### src/rtl/qerv_mem_seq_pkg.sv
// Shared types for the load/store sequencer: state encoding, size codes
// and the Wishbone byte-lane select helper.
package qerv_mem_seq_pkg;

    typedef enum logic [2:0] {
        ST_IDLE,
        ST_INIT,
        ST_REQ,
        ST_SHIFT,
        ST_DONE
    } state_t;

    localparam logic [1:0] SZ_BYTE = 2'd0;
    localparam logic [1:0] SZ_HALF = 2'd1;
    localparam logic [1:0] SZ_WORD = 2'd2;

    // Half at lsb=3 shifts its upper lane out: the access is truncated.
    function automatic logic [3:0] wb_sel(
        input logic [1:0] size,
        input logic [1:0] lsb
    );
        logic [3:0] sel;
        case (size)
            SZ_BYTE: sel = 4'b0001 << lsb;
            SZ_HALF: sel = 4'b0011 << lsb;
            default: sel = 4'hF;
        endcase
        return sel;
    endfunction

    function automatic logic misaligned(
        input logic [1:0] size,
        input logic [1:0] lsb
    );
        logic m;
        case (size)
            SZ_BYTE: m = 1'b0;
            SZ_HALF: m = lsb[0];
            default: m = (lsb != 2'd0);
        endcase
        return m;
    endfunction

endpackage

### src/rtl/qerv_mem_seq_if.sv
// Wishbone data-bus handshake between the sequencer (master) and memory.
interface qerv_mem_seq_if;

    logic       cyc;
    logic       we;
    logic [3:0] sel;
    logic       ack;

    modport master (
        output cyc,
        output we,
        output sel,
        input  ack
    );

    modport slave (
        input  cyc,
        input  we,
        input  sel,
        output ack
    );

endinterface

### src/rtl/qerv_mem_seq_byte_valid.sv
// Marks which serial bit positions of a load fall inside the accessed
// bytes; positions beyond are sign/zero filled downstream.
module qerv_byte_valid_gen
    import qerv_mem_seq_pkg::*;
#(
    parameter int W  = 1,
    parameter int CW = $clog2(32 / W)
) (
    input  logic [CW-1:0] i_cnt,
    input  logic [1:0]    i_size,
    output logic          o_byte_valid
);

    logic [5:0] bit_idx;
    logic [5:0] limit;

    assign bit_idx = 6'(i_cnt) * 6'(W);

    always_comb begin
        limit = 6'd32;
        case (i_size)
            SZ_BYTE: limit = 6'd8;
            SZ_HALF: limit = 6'd16;
            default: limit = 6'd32;
        endcase
    end

    assign o_byte_valid = (bit_idx < limit);

endmodule

### src/rtl/qerv_mem_seq.sv
// Load/store sequencer driving bufreg2 controls and the Wishbone data bus.
// Optional misaligned-access trap: define QERV_MISALIGN_TRAP_EN.
module qerv_mem_seq
    import qerv_mem_seq_pkg::*;
#(
    parameter int W  = 1,
    parameter int CW = $clog2(32 / W)
) (
    input  logic               i_clk,
    input  logic               i_rst,
    input  logic               i_start,
    input  logic               i_we,
    input  logic [1:0]         i_size,
    input  logic [1:0]         i_lsb,
    output logic               o_init,
    output logic               o_en,
    output logic               o_byte_valid,
    output logic               o_load,
    output logic [1:0]         o_lsb,
    qerv_mem_seq_if.master     wb,
    output logic               o_busy,
    output logic               o_done,
    output logic               o_misalign
);

    localparam logic [CW-1:0] LAST = CW'(32 / W - 1);

    state_t        state_q, state_d;
    logic [CW-1:0] cnt_q, cnt_d;
    logic          we_q, we_d;
    logic [1:0]    size_q, size_d;
    logic [1:0]    lsb_q, lsb_d;
    logic          mis_q, mis_d;
    logic          shift_bv;

    qerv_byte_valid_gen #(
        .W  (W),
        .CW (CW)
    ) u_bv (
        .i_cnt        (cnt_q),
        .i_size       (size_q),
        .o_byte_valid (shift_bv)
    );

    always_ff @(posedge i_clk) begin
        if (i_rst) begin
            state_q <= ST_IDLE;
            cnt_q   <= '0;
            we_q    <= 1'b0;
            size_q  <= SZ_BYTE;
            lsb_q   <= 2'd0;
            mis_q   <= 1'b0;
        end else begin
            state_q <= state_d;
            cnt_q   <= cnt_d;
            we_q    <= we_d;
            size_q  <= size_d;
            lsb_q   <= lsb_d;
            mis_q   <= mis_d;
        end
    end

    always_comb begin
        state_d      = state_q;
        cnt_d        = cnt_q;
        we_d         = we_q;
        size_d       = size_q;
        lsb_d        = lsb_q;
        mis_d        = mis_q;
        o_init       = 1'b0;
        o_en         = 1'b0;
        o_byte_valid = 1'b0;
        o_load       = 1'b0;
        wb.cyc       = 1'b0;
        wb.we        = 1'b0;
        wb.sel       = 4'h0;
        o_done       = 1'b0;
        o_misalign   = 1'b0;
        case (state_q)
            ST_IDLE: begin
                cnt_d = '0;
                mis_d = 1'b0;
                if (i_start) begin
                    we_d   = i_we;
                    size_d = i_size;
                    lsb_d  = i_lsb;
`ifdef QERV_MISALIGN_TRAP_EN
                    if (misaligned(i_size, i_lsb)) begin
                        mis_d   = 1'b1;
                        state_d = ST_DONE;
                    end else begin
                        state_d = i_we ? ST_INIT : ST_REQ;
                    end
`else
                    state_d = i_we ? ST_INIT : ST_REQ;
`endif
                end
            end
            ST_INIT: begin
                o_init       = 1'b1;
                o_en         = 1'b1;
                o_byte_valid = 1'b1;
                cnt_d        = cnt_q + 1'b1;
                if (cnt_q == LAST) state_d = ST_REQ;
            end
            ST_REQ: begin
                wb.cyc = 1'b1;
                wb.we  = we_q;
                wb.sel = wb_sel(size_q, lsb_q);
                if (wb.ack) begin
                    o_load  = ~we_q;
                    state_d = we_q ? ST_DONE : ST_SHIFT;
                end
            end
            ST_SHIFT: begin
                o_en         = 1'b1;
                o_byte_valid = shift_bv;
                cnt_d        = cnt_q + 1'b1;
                if (cnt_q == LAST) state_d = ST_DONE;
            end
            ST_DONE: begin
                o_done     = 1'b1;
`ifdef QERV_MISALIGN_TRAP_EN
                o_misalign = mis_q;
`endif
                mis_d      = 1'b0;
                state_d    = ST_IDLE;
            end
            default: state_d = ST_IDLE;
        endcase
    end

    assign o_lsb  = lsb_q;
    assign o_busy = (state_q != ST_IDLE);

endmodule

### src/flat_wrapper.sv
// flat-port wrapper written by rule: the top's interface ports become plain ports
module qerv_mem_seq_flat import qerv_mem_seq_pkg::*;
#(
    parameter int W  = 1,
    parameter int CW = $clog2(32 / W)
)
  (i_clk, i_rst, i_start, i_we, i_size, i_lsb, o_init, o_en, o_byte_valid, o_load, o_lsb, o_busy, o_done, o_misalign, wb_cyc, wb_we, wb_sel, wb_ack);
  qerv_mem_seq_if wb_i ();
  input  logic i_clk;
  input  logic i_rst;
  input  logic i_start;
  input  logic i_we;
  input  logic [1:0] i_size;
  input  logic [1:0] i_lsb;
  output logic o_init;
  output logic o_en;
  output logic o_byte_valid;
  output logic o_load;
  output logic [1:0] o_lsb;
  output logic o_busy;
  output logic o_done;
  output logic o_misalign;
  output wire logic [$bits(wb_i.cyc)-1:0] wb_cyc;
  output wire logic [$bits(wb_i.we)-1:0] wb_we;
  output wire logic [$bits(wb_i.sel)-1:0] wb_sel;
  input wire logic [$bits(wb_i.ack)-1:0] wb_ack;
  assign wb_cyc = wb_i.cyc;
  assign wb_we = wb_i.we;
  assign wb_sel = wb_i.sel;
  assign wb_i.ack = wb_ack;
  qerv_mem_seq #(.W(W), .CW(CW)) u_core (.i_clk(i_clk), .i_rst(i_rst), .i_start(i_start), .i_we(i_we), .i_size(i_size), .i_lsb(i_lsb), .o_init(o_init), .o_en(o_en), .o_byte_valid(o_byte_valid), .o_load(o_load), .o_lsb(o_lsb), .wb(wb_i), .o_busy(o_busy), .o_done(o_done), .o_misalign(o_misalign));
endmodule
### config.mk
export PLATFORM = sky130hd
export DESIGN_NAME = qerv_mem_seq_flat
export DESIGN_NICKNAME = d
export VERILOG_FILES = /design/src/rtl/qerv_mem_seq_pkg.sv /design/src/rtl/qerv_mem_seq_if.sv /design/src/rtl/qerv_mem_seq_byte_valid.sv /design/src/rtl/qerv_mem_seq.sv /design/src/flat_wrapper.sv
export SDC_FILE = /design/constraint.sdc
export NUM_CORES = 1
export LEC_CHECK = 0
export ABC_AREA = 1
export CAP_MARGIN = 20
export CELL_PAD_IN_SITES_DETAIL_PLACEMENT = 1
export CELL_PAD_IN_SITES_GLOBAL_PLACEMENT = 1
export CORE_UTILIZATION = 31
export CTS_CLUSTER_SIZE = 10
export DETAILED_ROUTE_END_ITERATION = 8
export GPL_TIMING_DRIVEN = 0
export PLACE_DENSITY = 0.79
export SETUP_SLACK_MARGIN = 0.2
export SYNTH_ARGS = -nofsm -noshare
export SYNTH_HDL_FRONTEND = slang
export SYNTH_SLANG_ARGS = --single-unit
### constraint.sdc
create_clock -name i_clk -period 1.8 [get_ports i_clk]
set_input_delay 0.45 -clock i_clk [delete_from_list [all_inputs] [get_ports i_clk]]
set_output_delay 0.45 -clock i_clk [all_outputs]
set_load 0.02 [all_outputs]
## Word-level counts from Yosys, hierarchy flattened

Cells that the tools add are included.

- Bits in registers: 13
- Bits in latches: 0
- Bits in writable memories: 0
- Memory bits (read-only): 0
- Input bits: 9
- Logic and storage cells: 46
- Memories: 0

- Add/sub/neg operators: 1
- $mul: 0
- Div/mod/pow operators: 0
- $lt $le $gt $ge: 1
- Equality and inequality tests: 10
- Shift-type cells: 2
- Multiplexer cells: 19
- Bitwise gates (word level): 1
- Reduce and logical (&&, ||, !) cells: 7

Operators by type and width:

| cell | number |
|---|---|
| 3-bit two-way mux | 5 |
| 3-bit case mux with 4 select lines | 1 |
| 6-bit case mux with 2 select lines | 1 |
| 5-bit case mux with 2 select lines | 1 |
| 4-bit case mux with 2 select lines | 1 |
| 1-bit two-way mux | 7 |
| 3-bit by 2-bit == test with 1-bit output, second input constant | 2 |
| 5-bit by 6-bit < comparator with 1-bit output | 1 |
| 5-bit by 1-bit adder with 5-bit output, second input constant | 1 |
| 5-bit == test, second input constant | 1 |
| 4-bit two-way mux | 1 |
| 2-bit by 1-bit != test with 1-bit output, second input constant | 2 |
| 2-bit != test, second input constant | 2 |
| 4-bit AND reduction | 1 |
| 1-bit by 2-bit << shifter with 4-bit output, first input constant | 1 |
| 2-bit by 2-bit << shifter with 4-bit output, first input constant | 1 |
| 3-bit by 1-bit == test with 1-bit output, second input constant | 1 |
| 3-bit == test, second input constant | 1 |
| 3-bit zero test | 1 |
| 3-bit nonzero test | 1 |
| 2-bit by 1-bit == test with 1-bit output, second input constant | 1 |
| 2-bit zero test | 1 |
| 2-bit two-way mux | 1 |
| 1-bit case mux with 2 select lines | 1 |
| 4 further kinds | 4 |

## Longest topological paths before layout

Gate-level depths: netlist (run 1).

- Depth after elaboration: 4
- Gate-level depth with buffers: 10
- Depth with buffers taken out: 10

## Hierarchy

A second synthesis (run 1) with hierarchy kept.

- Cell total of the unflattened synthesis: 113
- Area, all modules: 770.7 µm²

Modules (own cells, without submodules):

| module | times used | cells each | area each (µm²) |
|---|---|---|---|
| qerv_mem_seq | 1 | 106 | 734.5 |
| qerv_byte_valid_gen | 1 | 7 | 36.3 |

## Least setup slack after synthesis (run 1)

No wires, ideal clock.

- Path kind: reg2out
- Start point: register u_core.size_q[1]
- End point: output port o_byte_valid
- Arrival time: 1.245 ns
- Required time: 1.350 ns
- Setup slack: 0.105 ns
- Cell stages (with the launch flop): 7
- Cell sequence: dfxtp_1 -> inv_1 -> nand2_1 -> ha_1 -> o21ai_0 -> nand2_1 -> a31oi_1

- Cells in the longest elaborated chain, start to end: 4
- Elaborated cells on any way between the ends: 5
- Classes of those cells: order compare: 1; eq/ne: 1; mux: 2; reduce/logical: 1

RTL lines:

| element | RTL line | text |
|---|---|---|
| start, declared | qerv_mem_seq.sv:31 | `logic [1:0] size_q, size_d;` |
| start signal, assigned | qerv_mem_seq.sv:57 | `size_q <= size_d;` |
| 2-bit by 1-bit == test with 1-bit output / 2-bit zero test (equally long branches) | qerv_mem_seq_byte_valid.sv:21 | `case (i_size)` |
| 6-bit case mux with 2 select lines (*) | qerv_mem_seq_byte_valid.sv:21 |  |
| 5-bit by 6-bit < comparator with 1-bit output (*) | qerv_mem_seq_byte_valid.sv:28 | `assign o_byte_valid = (bit_idx < limit);` |
| 1-bit case mux with 2 select lines (*) | qerv_mem_seq.sv:79 | `case (state_q)` |
| end, declared | flat_wrapper.sv:17 | `output logic o_byte_valid;` |

Mark *: on every way between the ends. The rest lies on a longest branch, timed or not.

## Worst setup path in the final report (run 1)

Ends and elaborated chain as after synthesis.

==> results of run 1 <==
-- report_power, final --
part | internal [mW] | switching, mW
Combinational | 0.604 | 0.720
Clock | 0.0858 | 0.108
Sequential | 0.370 | 0.102
-- cell usage after synthesis, types with 2 or more instances --
| library cell | number |
|---|---|
| nand2_1 | 18 |
| dfxtp_1 | 13 |
| inv_1 | 17 |
| nor2_2 | 2 |
| inv_2 | 3 |
| a21oi_1 | 16 |
| o21ai_0 | 11 |
| nor3_1 | 3 |
| o21ai_1 | 2 |
| ha_1 | 3 |
| nor2_1 | 6 |
| nand3_2 | 3 |
| nand3_1 | 5 |
-- what timing repair did --
action / 4_1_cts / 5_1_grt
pin swaps: 6 / 12
gates resized for setup: 84 / 33
setup endpoints to repair: 14 / 13
buffers inserted: 7 / 11
-- sequential cells by signal (all words and copies together) (netlist names) --
signal          count
u_core.cnt_q        5
u_core.state_q      3
u_core.o_lsb        2
u_core.size_q       2
u_core.we_q         1
-- per-layer routing --
layer / track usage [%] / vias up
met5: 0 / -
met4: 6.76 / 0
met3: 1.75 / 8
met2: 38.7 / 27
met1: 22.8 / 426
li1: - / 453
-- layout make-up --
cell class	count	area [um^2]	area share, %
Tap cell	28	35.0	2.61
Sequential cell	13	280	20.9
Inverter	21	91.3	6.80
Clock buffer	4	26.3	1.96
Timing Repair Buffer	40	370	27.6
Buffer	1	7.51	0.559
Multi-Input combinational cell	76	533	39.7
-- worst min-delay path: cells and delay by family (launching register included) --
family	cells	cell delay, ns
compound gates	1	0.05
simple gates	1	0.06
flops	1	0.34
-- cells by family after synthesis --
family,after synthesis,share of synthesized area (%)
DFF,13,33.7
adders and majority gates,3,4.86
other,1,0.486
AOI/OAI and AO/OA,31,20.6
and+or+nand+nor,41,28.8
buffers and inverters,22,11.5
-- stage by stage --
stage	total power, mW	std cells
after floorplan	0.978	111
after global placement	1.29	161
after detailed placement	1.30	161
after CTS	1.61	172
after global routing	2.11	183
final	1.99	183
-- path summary, 6_finish.rpt --
path | from | to | slack (ns) | cells after the start
setup / recovery | u_core.size_q[1] | o_byte_valid | -0.04 | 7
setup reg to reg | u_core.cnt_q[0] | u_core.state_q[0] | 0.32 | 10
hold / removal | u_core.cnt_q[1] | u_core.cnt_q[1] | 0.49 | 2
hold reg to reg | u_core.cnt_q[1] | u_core.cnt_q[1] | 0.49 | 2
==> metrics.txt, run 1 <==
Final Instance Area 1340 um^2; worst path cell trace inv_2 > nand2_4 > ha_4 > o21ai_2 > nand2_2 > a31oi_4 > buf_6; post-layout util 59.0%; Hold Path Class flop to flop; met2 wire length 1570 um; Slew Viols, Final 0; number of synthesized register bits 13; CTS root buffer clkbuf_4; via count 914; largest net degree at the start of global routing 11; Die Area 2690 um^2; layout cells sized above 1 48.4%; DRC 0; FFs w/ async S/R, synth 0%; Setup crit end kind primary output; Post-CTS Hold Buffers 0; Critical Setup Path Class flop to primary output; Die Wd 51.9 um; Synthesized Nets 123; clock sinks 13; post-route ant nets 0; max frequency 0.544 GHz; area delta synth->final 74.1%; Placed Area 1040 um^2; CP startpoint kind flop; Max VDD drop 0.967 mV; CP Buf/Inv Count 2; GRT Total Usage 20.2%; Hold WS 0.490 ns; ant diodes 0; unrepaired setup endpoints after global routing true; final worst setup slack -0.0374 ns; H-tree Lvls 1; critical path arrival 1.39 ns; register area share after synthesis 33.7%; routed wire length 2960 um; PortBufs 22; Final Hold Fails 0; Setup TNS Final -0.0374 ns; post-DP HPWL 1660 um; nets 168; most frequent cells in the layout buf_4, inv_1, a21oi_1; clk_lat worst skew 0.28 ns; top post-synthesis cells by area dfxtp_1, a21oi_1, nand2_1, inv_1, o21ai_0; via-per-instance ratio 4.99; Crit path max-delay family flip-flops; DP Worst Slack -0.392 ns; Post-Syn Instances 111; Worst path slowest cell dfxtp_2; Synth area leader dfxtp_1; initial antenna violation count 0; remaining global-route overflow 0; Final period util 102%; drt pass-1 iters 4; distinct cell type count after synthesis 22; vias in the first global route 892; met3 WL post-DR 95 um; Worst-path clk slew 0.09 ns; Worst EP required 1.35 ns; CTS tree done; Iter 0 DRT Violations 5; Core Rows 17; yosys warns 0; CTS max path bufs 2; Max Fanout on Critical Path 2; Synth Cell Area 772 um^2; Post-synth EDFFs 0; CTS Buf Count 3; slowest stage delay, CP 0.34 ns; # IOs 24; post-DR wirelength/cell 16.2 um; Leak 0.591 nW; top layer in use met4; Synth top area share 33.7%; Setup Skew 0.00521 ns; fill count 283; Placer Congestion 0.745; maxcap violations 0; PD cells 1480 nW/um^2; Core Box Area 2280 um^2; Final Setup Violations 1; failing checks setup timing; minimum clock period 1.84 ns; commonest non-fill, non-tap cell in the layout buf_4; syn avg cell area 6.95 um^2; Die Span Y 51.9 um; status finished, violations left; first-pass GRT wire length 3950 um; wl on met1 1230 um; Initial Util 33.9%; ys flop type dfxtp_1
No activity file was read; power rests on OpenSTA's default activity.
==> run 2: changes to the inputs <==
--- a/config.mk
+++ b/config.mk
@@ -13,6 +13,7 @@
 export CTS_CLUSTER_SIZE = 10
 export DETAILED_ROUTE_END_ITERATION = 8
 export GPL_TIMING_DRIVEN = 0
+export HOLD_SLACK_MARGIN = 0.02
 export PLACE_DENSITY = 0.79
 export SETUP_SLACK_MARGIN = 0.2
 export SYNTH_ARGS = -nofsm -noshare
==> constraint.sdc (replaced) <==
create_clock -name i_clk -period 1.7 [get_ports i_clk]
set_input_delay 0.425 -clock i_clk [delete_from_list [all_inputs] [get_ports i_clk]]
set_output_delay 0.425 -clock i_clk [all_outputs]
set_load 0.02 [all_outputs]
==> metrics.txt, run 2 (synthesis gave the netlist of run 1 again) <==
status finished, violations left; failing checks setup timing; CTS root buffer clkbuf_4; critical path arrival 1.42 ns (+0.03 ns); Hold WS 0.500 ns (+0.00959 ns); Final Hold Fails 0 (unchanged); H-tree Lvls 1 (unchanged); Hold Path End u_core.cnt_q[2]; first-pass GRT wire length 4480 um (+13%); remaining global-route overflow 0 (unchanged); Psw 1.07 mW (+15%); Worst EP required 1.27 ns (-0.08 ns); Tot Pwr 2.27 mW (+14%); max frequency 0.541 GHz; CTS tree done; Initial Util 33.9% (unchanged); sequential fraction of design power 22.0% (-1.7 points); final worst setup slack -0.150 ns (-0.112 ns); CTS max path bufs 2 (unchanged); post-route ant nets 0 (unchanged); GRT Total Usage 23.2% (+3.1 points); Iter 0 DRT Violations 8 (+3); Critical Setup Path Class flop to primary output; Core Rows 17 (unchanged); Largest Register u_core.cnt_q; Die Span Y 51.9 um (unchanged); unrepaired setup endpoints after global routing true; Clock power frac 9.0% (-0.7 points); via count 976 (+6.8%); layout cells sized above 1 56.8% (+8.4 points); top flop regs u_core.cnt_q (5), u_core.state_q (3); clk_lat worst skew 0.29 ns (about the same); Leak 0.616 nW (+4.2%); Final Setup Violations 2 (+1); Gate power share 69.0% (+2.5 points); CTS Buf Count 3 (unchanged); Worst-path clk slew 0.08 ns (about the same); area delta synth->final 86.7%; PD cells 1580 nW/um^2 (+6.4%); post-DR wirelength/cell 18.0 um (+11%); Die Wd 51.9 um (unchanged); CP startpoint kind flop; nets 175 (+4.2%); fill count 276 (-2.5%); DP Worst Slack -0.392 ns (+0.000271 ns); hold path cells 2 (unchanged); clock sinks 13 (unchanged); largest net degree at the start of global routing 11 (unchanged); Final period util 109%; maxcap violations 0 (unchanged); PortBufs 22 (unchanged); vias in the first global route 938 (+5.2%); initial antenna violation count 0 (unchanged); Max VDD drop 1.07 mV (+11%); Die Area 2690 um^2 (unchanged); max reg flops 5 (unchanged); Placer Congestion 0.810 (+8.7%); Max Fanout on Critical Path 3 (+1); # IOs 24 (unchanged); reg-to-reg endpoint u_core.state_q[1]; Worst R2R Setup Slack 0.25 ns (-0.07 ns); Setup crit end kind primary output; Post-CTS Hold Buffers 0 (unchanged); ant diodes 0 (unchanged); most frequent cells in the layout buf_4, buf_6, nand2_1; minimum clock period 1.85 ns; Core Box Area 2280 um^2 (unchanged); Worst path slowest cell dfxtp_1; routed wire length 3420 um (+15%); drt pass-1 iters 4 (unchanged); Setup Skew 0.00330 ns (-0.00190 ns); Hold Path Class flop to flop; post-DP HPWL 1640 um (-0.71%); r2r worst-path depth 10 (unchanged); DRC 0 (unchanged); FF-to-FF Start u_core.cnt_q[0]; slowest stage delay, CP 0.44 ns (+0.10 ns); Slew Viols, Final 0 (unchanged); commonest non-fill, non-tap cell in the layout buf_4; via-per-instance ratio 5.14 (+2.8%); Sw Share 46.9% (+0.14 points); internal power 1.21 mW (+14%); worst path cell trace ha_4 > o21ai_2 > nand2_1 > a31oi_4 > buf_6; HP Start u_core.cnt_q[2]
## run 2: cell count changes in the layout (fill, tap and decap cells not counted), moves of 3 or more
cell,delta
buf_4,+5
buf_6,+4
inv_1,-4
inv_2,+3
## run 2: power by group through the flow
| stage | combinational, mW | clock [mW] | sequential [mW] |
|---|---|---|---|
| 2_1_floorplan | 0.578 | 0 | 0.473 |
| 3_3_place_gp | 0.897 | 0 | 0.473 |
| 3_5_place_dp | 0.919 | 0 | 0.478 |
| 4_1_cts | 1.17 | 0.202 | 0.484 |
| 5_1_grt | 1.66 | 0.218 | 0.505 |
| 6_report | 1.57 | 0.204 | 0.499 |
## run 2: worst max-delay path by stage
stage | start | end | slack [ns] | depth (start not counted)
after floorplan | u_core.state_q[1] | o_load | 0.21 | 4
after global placement | wb_ack | o_load | -0.38 | 4
final | u_core.cnt_q[4] | o_byte_valid | -0.15 | 5
after detailed placement | wb_ack | o_load | -0.39 | 4
after CTS | u_core.size_q[1] | o_byte_valid | -0.12 | 7
after global routing | u_core.cnt_q[4] | o_byte_valid | -0.19 | 5
## run 2: routing by layer
layer	track usage, %	up-vias	wire length (um)
met5	0	-	0
met4	9.91	0	106
met3	4.68	11	109
met2	40.0	28	1800
met1	27.6	468	1400
li1	-	469	-
## run 2: what timing repair did
item / 4_1_cts / 5_1_grt
resized for setup: 93 / 36
buffers inserted: 12 / 13
endpoints found under the setup margin: 16 / 15
pin swaps: 8 / 13
## run 2: cell type report
class | count | area [um^2] | area share [%]
Tap cell | 28 | 35.0 | 2.43
Timing Repair Buffer | 47 | 429 | 29.8
Inverter | 21 | 96.3 | 6.68
Multi-Input combinational cell | 76 | 564 | 39.1
Clock buffer | 4 | 26.3 | 1.82
Buffer | 1 | 7.51 | 0.521
Sequential cell | 13 | 283 | 19.6
## run 2: worst max-delay path: cells and delay by family, from the launching register on
kind / cells / cell delay (ns)
simple gates: 1 / 0.10
flops: 1 / 0.44
fa+ha+maj: 1 / 0.24
buf+inv: 1 / 0.13
compound gates: 2 / 0.22
## run 2: stage by stage
stage	setup TNS [ns]	std cells	instance area, um^2	utilization [%]
2_1_floorplan	0	111	806	-
3_3_place_gp	-2.07	161	1060	46.6
3_5_place_dp	-2.37	161	1060	46.6
4_1_cts	-0.210	177	1240	54.6
5_1_grt	-0.261	190	1440	63.3
6_report	-0.170	190	1440	63.3
==> run 3: changes to the inputs <==
--- a/config.mk
+++ b/config.mk
@@ -15,6 +15,7 @@
 export GPL_TIMING_DRIVEN = 0
 export HOLD_SLACK_MARGIN = 0.02
 export PLACE_DENSITY = 0.79
+export RECOVER_POWER = 50
 export SETUP_SLACK_MARGIN = 0.2
 export SYNTH_ARGS = -nofsm -noshare
 export SYNTH_HDL_FRONTEND = slang
==> metrics.txt, run 3 (synthesis gave the netlist of run 1 again) <==
status finished, violations left; failing checks setup timing; drt pass-1 iters 4 (unchanged); sequential fraction of design power 22.0% (about the same); CTS tree done; Final Setup Violations 2 (unchanged); H-tree Lvls 1 (unchanged); CP Buf/Inv Count 1 (unchanged); most used routing layer met2; Die Span Y 51.9 um (unchanged); Worst EP required 1.27 ns (about the same); most frequent cells in the layout buf_4, buf_6, nand2_1; Clock power frac 9.0% (about the same); Largest Register u_core.cnt_q; slowest stage delay, CP 0.44 ns (about the same); Max VDD drop 1.07 mV (about the same); remaining global-route overflow 0 (unchanged); post-DP HPWL 1640 um (unchanged); post-DR wirelength/cell 18.0 um (unchanged); Leak 0.616 nW (about the same); Setup crit end kind primary output; Sw Share 46.9% (about the same); final worst setup slack -0.150 ns (unchanged); Critical Setup Path Class flop to primary output; top flop regs u_core.cnt_q (5), u_core.state_q (3); met1 Track Usage GR 27.6% (unchanged); post-route ant nets 0 (unchanged); measured slew at the worst slew-check pin 0.638 ns; Die Area 2690 um^2 (unchanged); Core Box Area 2280 um^2 (unchanged); max frequency 0.541 GHz (unchanged); Initial Util 33.9% (unchanged); Worst R2R Setup Slack 0.25 ns (about the same); Slew Viols, Final 0 (unchanged); critical path arrival 1.42 ns (about the same); minimum clock period 1.85 ns (unchanged); r2r worst-path depth 10 (unchanged); layout cells sized above 1 56.8% (unchanged); CTS max path bufs 2 (unchanged); vias in the first global route 938 (unchanged); Setup Skew 0.00330 ns (unchanged); CTS Buf Count 3 (unchanged); met2 GRT Util 40.0% (unchanged); maxcap violations 0 (unchanged); Slew HR 57.0%; Final Instance Area 1440 um^2 (unchanged); PortBufs 22 (unchanged); worst path cell trace ha_4 > o21ai_2 > nand2_1 > a31oi_4 > buf_6; internal power 1.21 mW (about the same); unrepaired setup endpoints after global routing true; Gate power share 69.0% (about the same); DRC 0 (unchanged); Hold WS 0.500 ns (unchanged); # IOs 24 (unchanged); GRT Total Usage 23.2% (unchanged); Die Wd 51.9 um (unchanged); via-per-instance ratio 5.14 (unchanged); Worst-path clk slew 0.08 ns (about the same); Worst path slowest cell dfxtp_1; met3 usage 4.68% (unchanged); post-layout util 63.3% (unchanged); Final period util 109% (unchanged); Hold Path Class flop to flop; fill count 276 (unchanged); Post-CTS Hold Buffers 0 (unchanged); CP Depth 5 (unchanged); Crit path max-delay family flip-flops; DP Worst Slack -0.392 ns (unchanged); PD cells 1570 nW/um^2 (about the same); Max Fanout on Critical Path 3 (unchanged); max reg flops 5 (unchanged); Psw 1.06 mW (-0.11%); area delta synth->final 86.7% (unchanged); clock sinks 13 (unchanged); clk_lat worst skew 0.29 ns (about the same); Tot Pwr 2.27 mW (about the same); commonest non-fill, non-tap cell in the layout buf_4; nets 175 (unchanged); via count 976 (unchanged); initial antenna violation count 0 (unchanged); Non-Filler Instances 190 (unchanged); Core Rows 17 (unchanged); first-pass GRT wire length 4480 um (unchanged); hold path cells 2 (unchanged); routed wire length 3420 um (unchanged); CTS root buffer clkbuf_4; largest net degree at the start of global routing 11 (unchanged); Setup TNS Final -0.169 ns (+0.00105 ns); placed insts 161 (unchanged); Iter 0 DRT Violations 8 (unchanged); CP startpoint kind flop; Final Hold Fails 0 (unchanged); Placer Congestion 0.810 (unchanged); Placed Area 1060 um^2 (unchanged); ant diodes 0 (unchanged)
-- run 3: changes by cell type in the layout (fill, tap and decap cells not counted) --
cell     before  now
o21ai_0       9   10
o21ai_1       3    2
-- run 3: timing repair --
item / CTS / global route
resized for setup: 93 / 36
pin swaps: 8 / 13
setup endpoints to repair: 16 / 15
setup buffers: 12 / 13
-- run 3: power groups by stage --
stage	sequential, mW	clock [mW]	combinational, mW
floorplan	0.473	0	0.578
global placement	0.473	0	0.897
detailed placement	0.478	0	0.919
CTS	0.484	0.202	1.17
global route	0.505	0.218	1.65
finish	0.499	0.204	1.57
-- run 3: final cells by class --
class	count	area (um^2)	area share (%)
multi-input cells	76	564	39.1
repair buffers	47	429	29.8
plain buffers	1	7.51	0.521
clock buffers	4	26.3	1.82
inverters	21	96.3	6.68
well taps	28	35.0	2.43
flip-flops and latches	13	283	19.6
-- run 3: path summary, 6_finish.rpt --
check | start | endpoint
setup / recovery | u_core.cnt_q[4] | o_byte_valid
hold / removal | u_core.cnt_q[2] | u_core.cnt_q[2]
setup reg to reg | u_core.cnt_q[0] | u_core.state_q[1]
hold reg to reg | u_core.cnt_q[2] | u_core.cnt_q[2]
-- run 3: layer usage --
metal / vias up / routed length [um]
met5: - / 0
met4: 0 / 106
met3: 11 / 109
met2: 28 / 1800
met1: 468 / 1400
li1: 469 / -
-- run 3: worst reg2reg max path: cells and delay by family, from the launching register on --
family / cells / cell delay (ns)
AO/OA/AOI/OAI: 1 / 0.12
adder cells (fa/ha/maj): 2 / 0.34
flip-flops: 1 / 0.36
AND/OR/NAND/NOR: 5 / 0.48
buffers and inverters: 2 / 0.08
